===== src/rtl/seg_scan_mux.sv =====
`default_nettype none
// ============================================================================
//  Module   : seg_scan_mux
//  Purpose  : Time-multiplexed NDIG-digit 7-segment display driver.
//             Captures a display word into a stage register, commits it to a
//             tear-free shadow register at frame boundaries, and scans one
//             digit per DIV clock cycles. Each digit shows a hex glyph,
//             optional decimal point, optional leading-zero suppression,
//             and an anti-ghosting blank gap at the start of every slot.
//  Ports    : clk      - system clock, rising edge
//             rst_n    - asynchronous active-low reset
//             value    - display word, nibble i drives digit i
//             dp_in    - decimal point per digit
//             load     - capture value/dp_in this cycle
//             lz_blank - enable leading-zero suppression
//             en       - display enable
//             seg      - segments {a,b,c,d,e,f,g} (registered)
//             dp       - decimal point segment (registered)
//             an       - digit selects, one-hot when active (registered)
//             frame    - one-cycle pulse after each full scan (registered)
//             pending  - captured word waiting for frame boundary
//  Revision : 1.0 - initial release
// ============================================================================
module seg_scan_mux #(
  parameter int NDIG           = 4,
  parameter int DIV            = 50000,
  parameter int BLANK          = 2,
  parameter bit SEG_ACTIVE_LOW = 1'b0,
  parameter bit DIG_ACTIVE_LOW = 1'b1
) (
  input  logic              clk,
  input  logic              rst_n,
  input  logic [4*NDIG-1:0] value,
  input  logic [NDIG-1:0]   dp_in,
  input  logic              load,
  input  logic              lz_blank,
  input  logic              en,
  output logic [6:0]        seg,
  output logic              dp,
  output logic [NDIG-1:0]   an,
  output logic              frame,
  output logic              pending
);

  localparam int CW = (DIV  > 1) ? $clog2(DIV)  : 1;
  localparam int IW = (NDIG > 1) ? $clog2(NDIG) : 1;

  localparam logic [CW-1:0]   C_CNT_MAX = CW'(DIV - 1);
  localparam logic [IW-1:0]   C_IDX_MAX = IW'(NDIG - 1);
  localparam logic [6:0]      C_SEG_OFF = {7{SEG_ACTIVE_LOW}};
  localparam logic            C_DP_OFF  = SEG_ACTIVE_LOW;
  localparam logic [NDIG-1:0] C_AN_OFF  = {NDIG{DIG_ACTIVE_LOW}};

  // Hex glyph table, active-high, bit order {a,b,c,d,e,f,g}.
  function automatic logic [6:0] f_glyph(input logic [3:0] nib);
    logic [6:0] g;
    case (nib)
      4'h0: g = 7'b1111110;
      4'h1: g = 7'b0110000;
      4'h2: g = 7'b1101101;
      4'h3: g = 7'b1111001;
      4'h4: g = 7'b0110011;
      4'h5: g = 7'b1011011;
      4'h6: g = 7'b1011111;
      4'h7: g = 7'b1110000;
      4'h8: g = 7'b1111111;
      4'h9: g = 7'b1111011;
      4'hA: g = 7'b1110111;
      4'hB: g = 7'b0011111;
      4'hC: g = 7'b1001110;
      4'hD: g = 7'b0111101;
      4'hE: g = 7'b1001111;
      default: g = 7'b1000111;
    endcase
    return g;
  endfunction

  // --------------------------------------------------------------------------
  // State
  // --------------------------------------------------------------------------
  logic [CW-1:0]     cnt_q,       cnt_d;
  logic [IW-1:0]     idx_q,       idx_d;
  logic [4*NDIG-1:0] stage_q,     stage_d;
  logic [NDIG-1:0]   stage_dp_q,  stage_dp_d;
  logic [4*NDIG-1:0] shadow_q,    shadow_d;
  logic [NDIG-1:0]   shadow_dp_q, shadow_dp_d;
  logic              pending_q,   pending_d;
  logic [6:0]        seg_q,       seg_d;
  logic              dp_q,        dp_d;
  logic [NDIG-1:0]   an_q,        an_d;
  logic              frame_q,     frame_d;

  // --------------------------------------------------------------------------
  // Scan counters and capture/commit
  // --------------------------------------------------------------------------
  logic w_cnt_wrap;
  logic w_tick;
  logic w_commit;

  always_comb begin
    w_cnt_wrap = (cnt_q == C_CNT_MAX);
    w_tick     = w_cnt_wrap && (idx_q == C_IDX_MAX);
    w_commit   = w_tick && (pending_q || load);

    cnt_d = w_cnt_wrap ? '0 : cnt_q + CW'(1);
    idx_d = idx_q;
    if (w_cnt_wrap) begin
      idx_d = (idx_q == C_IDX_MAX) ? '0 : idx_q + IW'(1);
    end

    stage_d    = load ? value : stage_q;
    stage_dp_d = load ? dp_in : stage_dp_q;

    // A load landing on the frame tick bypasses the stage so it is shown
    // from the very next frame without ever raising pending.
    shadow_d    = shadow_q;
    shadow_dp_d = shadow_dp_q;
    if (w_commit) begin
      shadow_d    = load ? value : stage_q;
      shadow_dp_d = load ? dp_in : stage_dp_q;
    end

    if (w_commit) begin
      pending_d = 1'b0;
    end else if (load) begin
      pending_d = 1'b1;
    end else begin
      pending_d = pending_q;
    end
  end

  // --------------------------------------------------------------------------
  // Blank gap at the start of each slot
  // --------------------------------------------------------------------------
  logic w_gap;

  generate
    if (BLANK == 0) begin : g_no_gap
      assign w_gap = 1'b0;
    end else begin : g_gap
      localparam logic [CW-1:0] C_BLANK = CW'(BLANK);
      assign w_gap = (cnt_q < C_BLANK);
    end
  endgenerate

  // --------------------------------------------------------------------------
  // Leading-zero suppression: walk from the top digit down; a digit is
  // suppressed while every nibble at or above it is zero with no dp set.
  // --------------------------------------------------------------------------
  logic [NDIG-1:0] w_supp;

  always_comb begin
    logic v_run;
    v_run  = lz_blank;
    w_supp = '0;
    for (int i = NDIG - 1; i >= 0; i--) begin
      v_run = v_run && (shadow_q[4*i +: 4] == 4'h0) && !shadow_dp_q[i];
      if (i != 0) begin
        w_supp[i] = v_run;
      end
    end
  end

  // --------------------------------------------------------------------------
  // Current-digit selection and output decode
  // --------------------------------------------------------------------------
  logic [3:0]      w_nib;
  logic            w_dp_bit;
  logic            w_sel_supp;
  logic            w_lit;
  logic [NDIG-1:0] w_an_oh;

  always_comb begin
    w_nib      = 4'h0;
    w_dp_bit   = 1'b0;
    w_sel_supp = 1'b0;
    for (int i = 0; i < NDIG; i++) begin
      if (idx_q == IW'(i)) begin
        w_nib      = shadow_q[4*i +: 4];
        w_dp_bit   = shadow_dp_q[i];
        w_sel_supp = w_supp[i];
      end
    end

    w_lit = en && !w_gap && !w_sel_supp;

    w_an_oh = '0;
    for (int i = 0; i < NDIG; i++) begin
      w_an_oh[i] = w_lit && (idx_q == IW'(i));
    end

    seg_d   = (w_lit ? f_glyph(w_nib) : 7'b0000000) ^ C_SEG_OFF;
    dp_d    = (w_lit && w_dp_bit) ^ C_DP_OFF;
    an_d    = w_an_oh ^ C_AN_OFF;
    frame_d = w_tick;
  end

  // --------------------------------------------------------------------------
  // Registers
  // --------------------------------------------------------------------------
  always_ff @(posedge clk or negedge rst_n) begin
    if (!rst_n) begin
      cnt_q       <= '0;
      idx_q       <= '0;
      stage_q     <= '0;
      stage_dp_q  <= '0;
      shadow_q    <= '0;
      shadow_dp_q <= '0;
      pending_q   <= 1'b0;
      seg_q       <= C_SEG_OFF;
      dp_q        <= C_DP_OFF;
      an_q        <= C_AN_OFF;
      frame_q     <= 1'b0;
    end else begin
      cnt_q       <= cnt_d;
      idx_q       <= idx_d;
      stage_q     <= stage_d;
      stage_dp_q  <= stage_dp_d;
      shadow_q    <= shadow_d;
      shadow_dp_q <= shadow_dp_d;
      pending_q   <= pending_d;
      seg_q       <= seg_d;
      dp_q        <= dp_d;
      an_q        <= an_d;
      frame_q     <= frame_d;
    end
  end

  assign seg     = seg_q;
  assign dp      = dp_q;
  assign an      = an_q;
  assign frame   = frame_q;
  assign pending = pending_q;

endmodule
`default_nettype wire


===== config.mk =====
export PLATFORM = sky130hd
export DESIGN_NAME = seg_scan_mux
export DESIGN_NICKNAME = d
export VERILOG_FILES = /design/src/rtl/seg_scan_mux.sv
export SDC_FILE = /design/constraint.sdc
export NUM_CORES = 1
export LEC_CHECK = 0
export ABC_CLOCK_PERIOD_IN_PS = 2800
export CAP_MARGIN = 20
export CORE_MARGIN = 2
export CORE_UTILIZATION = 56
export DETAILED_ROUTE_END_ITERATION = 16
export PLACE_DENSITY = 0.9
export RECOVER_POWER = 50
export SLEW_MARGIN = 20
export SYNTH_ARGS = -nofsm -noshare
export SYNTH_HDL_FRONTEND = slang
export SYNTH_SLANG_ARGS = --single-unit

===== constraint.sdc =====
create_clock -name clk -period 2.8 [get_ports clk]
set_input_delay 0.56 -clock clk [delete_from_list [all_inputs] [get_ports clk]]
set_output_delay 0.56 -clock clk [all_outputs]
set_load 0.03 [all_outputs]

==> run metrics <==
status finished with violations; violated checks max-capacitance violations, max-slew violations; Leak 1.81 nW; final period utilization 93.5%; mux share of post-synthesis cell area between 15 and 20%; post-synthesis net count between 300 and 400; DR DRC count 0; largest net degree at the start of global routing 73; f_max between 300 and 400 MHz; Vias ~2300; power per cell area 508 mW/mm^2; first-pass detailed-route iteration total 4; chip height 81.3 um; VDD IR max 0.309 mV; Compound-Gate Fraction of Synth Area 6.84%; clk sink count between 70 and 80; Die Wd 81.3 um; commonest non-fill, non-tap cell in the layout dfrtp_1; area share of and/or/nand/nor cells after synthesis around an eighth; layout cells sized above 1 22.4%; cells after synthesis 273; H-tree levels 3; PortBufs 38; Ys Warns 0; min Tclk post-route 2.62 ns; critical path class reg -> reg; post-DP HPWL 4440 um; commonest non-fill, non-tap cells in the layout dfrtp_1 (68), clkdlybuf4s50_1 (36), nor2_1 (22), mux2_2 (22), mux2_4 (20); Starting Density 57.2%; GP Congestion 0.855; clock insertion delay at the later pin of the skew report 0.35 ns; fin cells 401; num rows 28; Clk pin slew, worst setup/hold paths approximately 0.070 ns; Inst Count DP roughly 380; Iteration-0 DRC Markers between 150 and 200; vias in the first global route 2355; number of diodes 0; initial antenna violation count 0; cts bufs inserted 9; register area share after synthesis 54.0%; number of synthesized flops with an enable pin 0; layout net count 357; CTS Root Cell clkbuf_8; netlist area before placement about 0.0033 mm^2; RSZ-0062 raised after global routing false; total track usage 21.8%; first-pass GRT wire length 10600 um; unique cell type count in the Yosys netlist 40; Max Slew Vio Count 73; crit start category register; CTS tree built; Post-Synth XOR/XNOR Area 3.14%; HP Class reg -> reg; Layout area overhead 20.6%; Hold Vio Cnt, Final 0; Final setup viols 0; Async S/R FF share, synth 100%; Vias per Instance around 5.7; global route overflow 0; Max-cap violations 1; Rel. slew slack -12.4%; combinational family with the most area after synthesis multiplexers; Post-synth top flop dfrtp_1; mean post-synth cell area approximately 12 um^2; Detail Route Antenna Nets 0; CP max FO 10; Routed WL 6590 um; crit end category register; Synth Register Bits 72; CTS max path bufs 2; full die area 0.00661 mm^2; adder-cell share of the synthesized area 4.11%; crit path DAT around 2.9 ns; Layout Skew between 0.004 and 0.005 ns; Core ar. roughly 0.006 mm^2; TNS Setup 0 ns; IO Pins 39; routed len/inst about 16 um; Req. time, crit path 3.03 ns; Slew @ Worst Pin about 1.7 ns
layer usage:
metal	GRT usage (%)	share of wire (%)	up-vias
met5	0	0	-
met3	4.11	5.7	15
met2	37.8	51	74
met4	12.2	2.3	0
met1	25.2	41	1126
li1	-	-	1066
cells in the mapped netlist (6+ instances only):
cell	number	share of area [%]
inv_1	11	1.2
nand3_1	8	1.2
ha_1	11	4.1
mux2_2	22	7.4
nand2_1	18	2.0
nor2_1	22	2.5
clkbuf_1	6	0.67
mux2_4	20	9.0
dfrtp_1	68	51
nor4_1	6	1.1
xor2_1	8	2.1
area by class of cell:
cell class	instances	area, um^2
Clock buffer	11	151
Clock inverter	5	55.1
Fill cell	396	1810
Inverter	11	41.3
Multi-Input combinational cell	183	1470
Sequential cell	72	1810
Tap cell	75	93.8
Timing Repair Buffer	44	414
flip-flops by register name, summed over array words and instances (netlist names):
name,count
cnt_q,16
shadow_q,16
stage_q,16
seg,7
an,4
shadow_dp_q,4
stage_dp_q,4
idx_q,2
dp,1
frame,1
pending,1
where the power goes:
part | leakage, nW | switching [mW] | internal (mW)
Sequential | 0.913 | 0.00807 | 1.07
Clock | 0.101 | 0.379 | 0.456
Combinational | 0.792 | 0.0643 | 0.0676
cells by family (layout without fill, tap and decap cells):
| kind of cell | after synthesis | count (layout) |
|---|---|---|
| AOI/OAI and AO/OA | 32 | 32 |
| xor gates and xnor gates | 12 | 12 |
| adders and majority gates | 11 | 11 |
| buffers and inverters | 19 | 71 |
| DFF | 72 | 72 |
| muxes | 42 | 42 |
| and+or+nand+nor | 85 | 86 |
final timing paths:
| kind | startpoint | depth (start not counted) | end | slack [ns] |
|---|---|---|---|---|
| max reg2reg | cnt_q[11] | 5 | shadow_q[14] | 0.18 |
| min reg2reg | stage_q[7] | 1 | stage_q[7] | 0.50 |
| min | stage_q[7] | 1 | stage_q[7] | 0.50 |
| min in group asynchronous | rst_n | 2 | seg[2] | 0.72 |
| max in group asynchronous | rst_n | 2 | cnt_q[15] | 1.07 |
| max | cnt_q[11] | 5 | shadow_q[14] | 0.18 |
per-stage QoR:
| stage | power [mW] | hold slack (ns) | worst slack, ns | area, um^2 | utilization, % |
|---|---|---|---|---|---|
| after floorplan | 1.16 | 0.264 | 0.287 | 3350 | - |
| after global placement | 1.23 | 0.467 | 0.261 | 3820 | 65.2 |
| after detailed placement | 1.24 | 0.488 | 0.182 | 3820 | 65.2 |
| after CTS | 2.07 | 0.435 | 0.167 | 4020 | 68.8 |
| after global routing | 2.12 | 0.513 | 0.00725 | 4040 | 69.0 |
| final | 2.05 | 0.503 | 0.183 | 4040 | 69.0 |
worst max-delay path: stages (launching register included):
cell     delay [ns]
dfrtp_1        0.43
nor4_1         0.29
nand2_1        0.17
or4_1          0.62
or4b_4         0.65
mux2_4         0.34
timing repair:
action	in CTS	in global routing
resized for setup	0	2
setup buffers	0	0
hold buffers	0	0
setup endpoints to repair	0	25
Power figures use the tool's default switching activity.
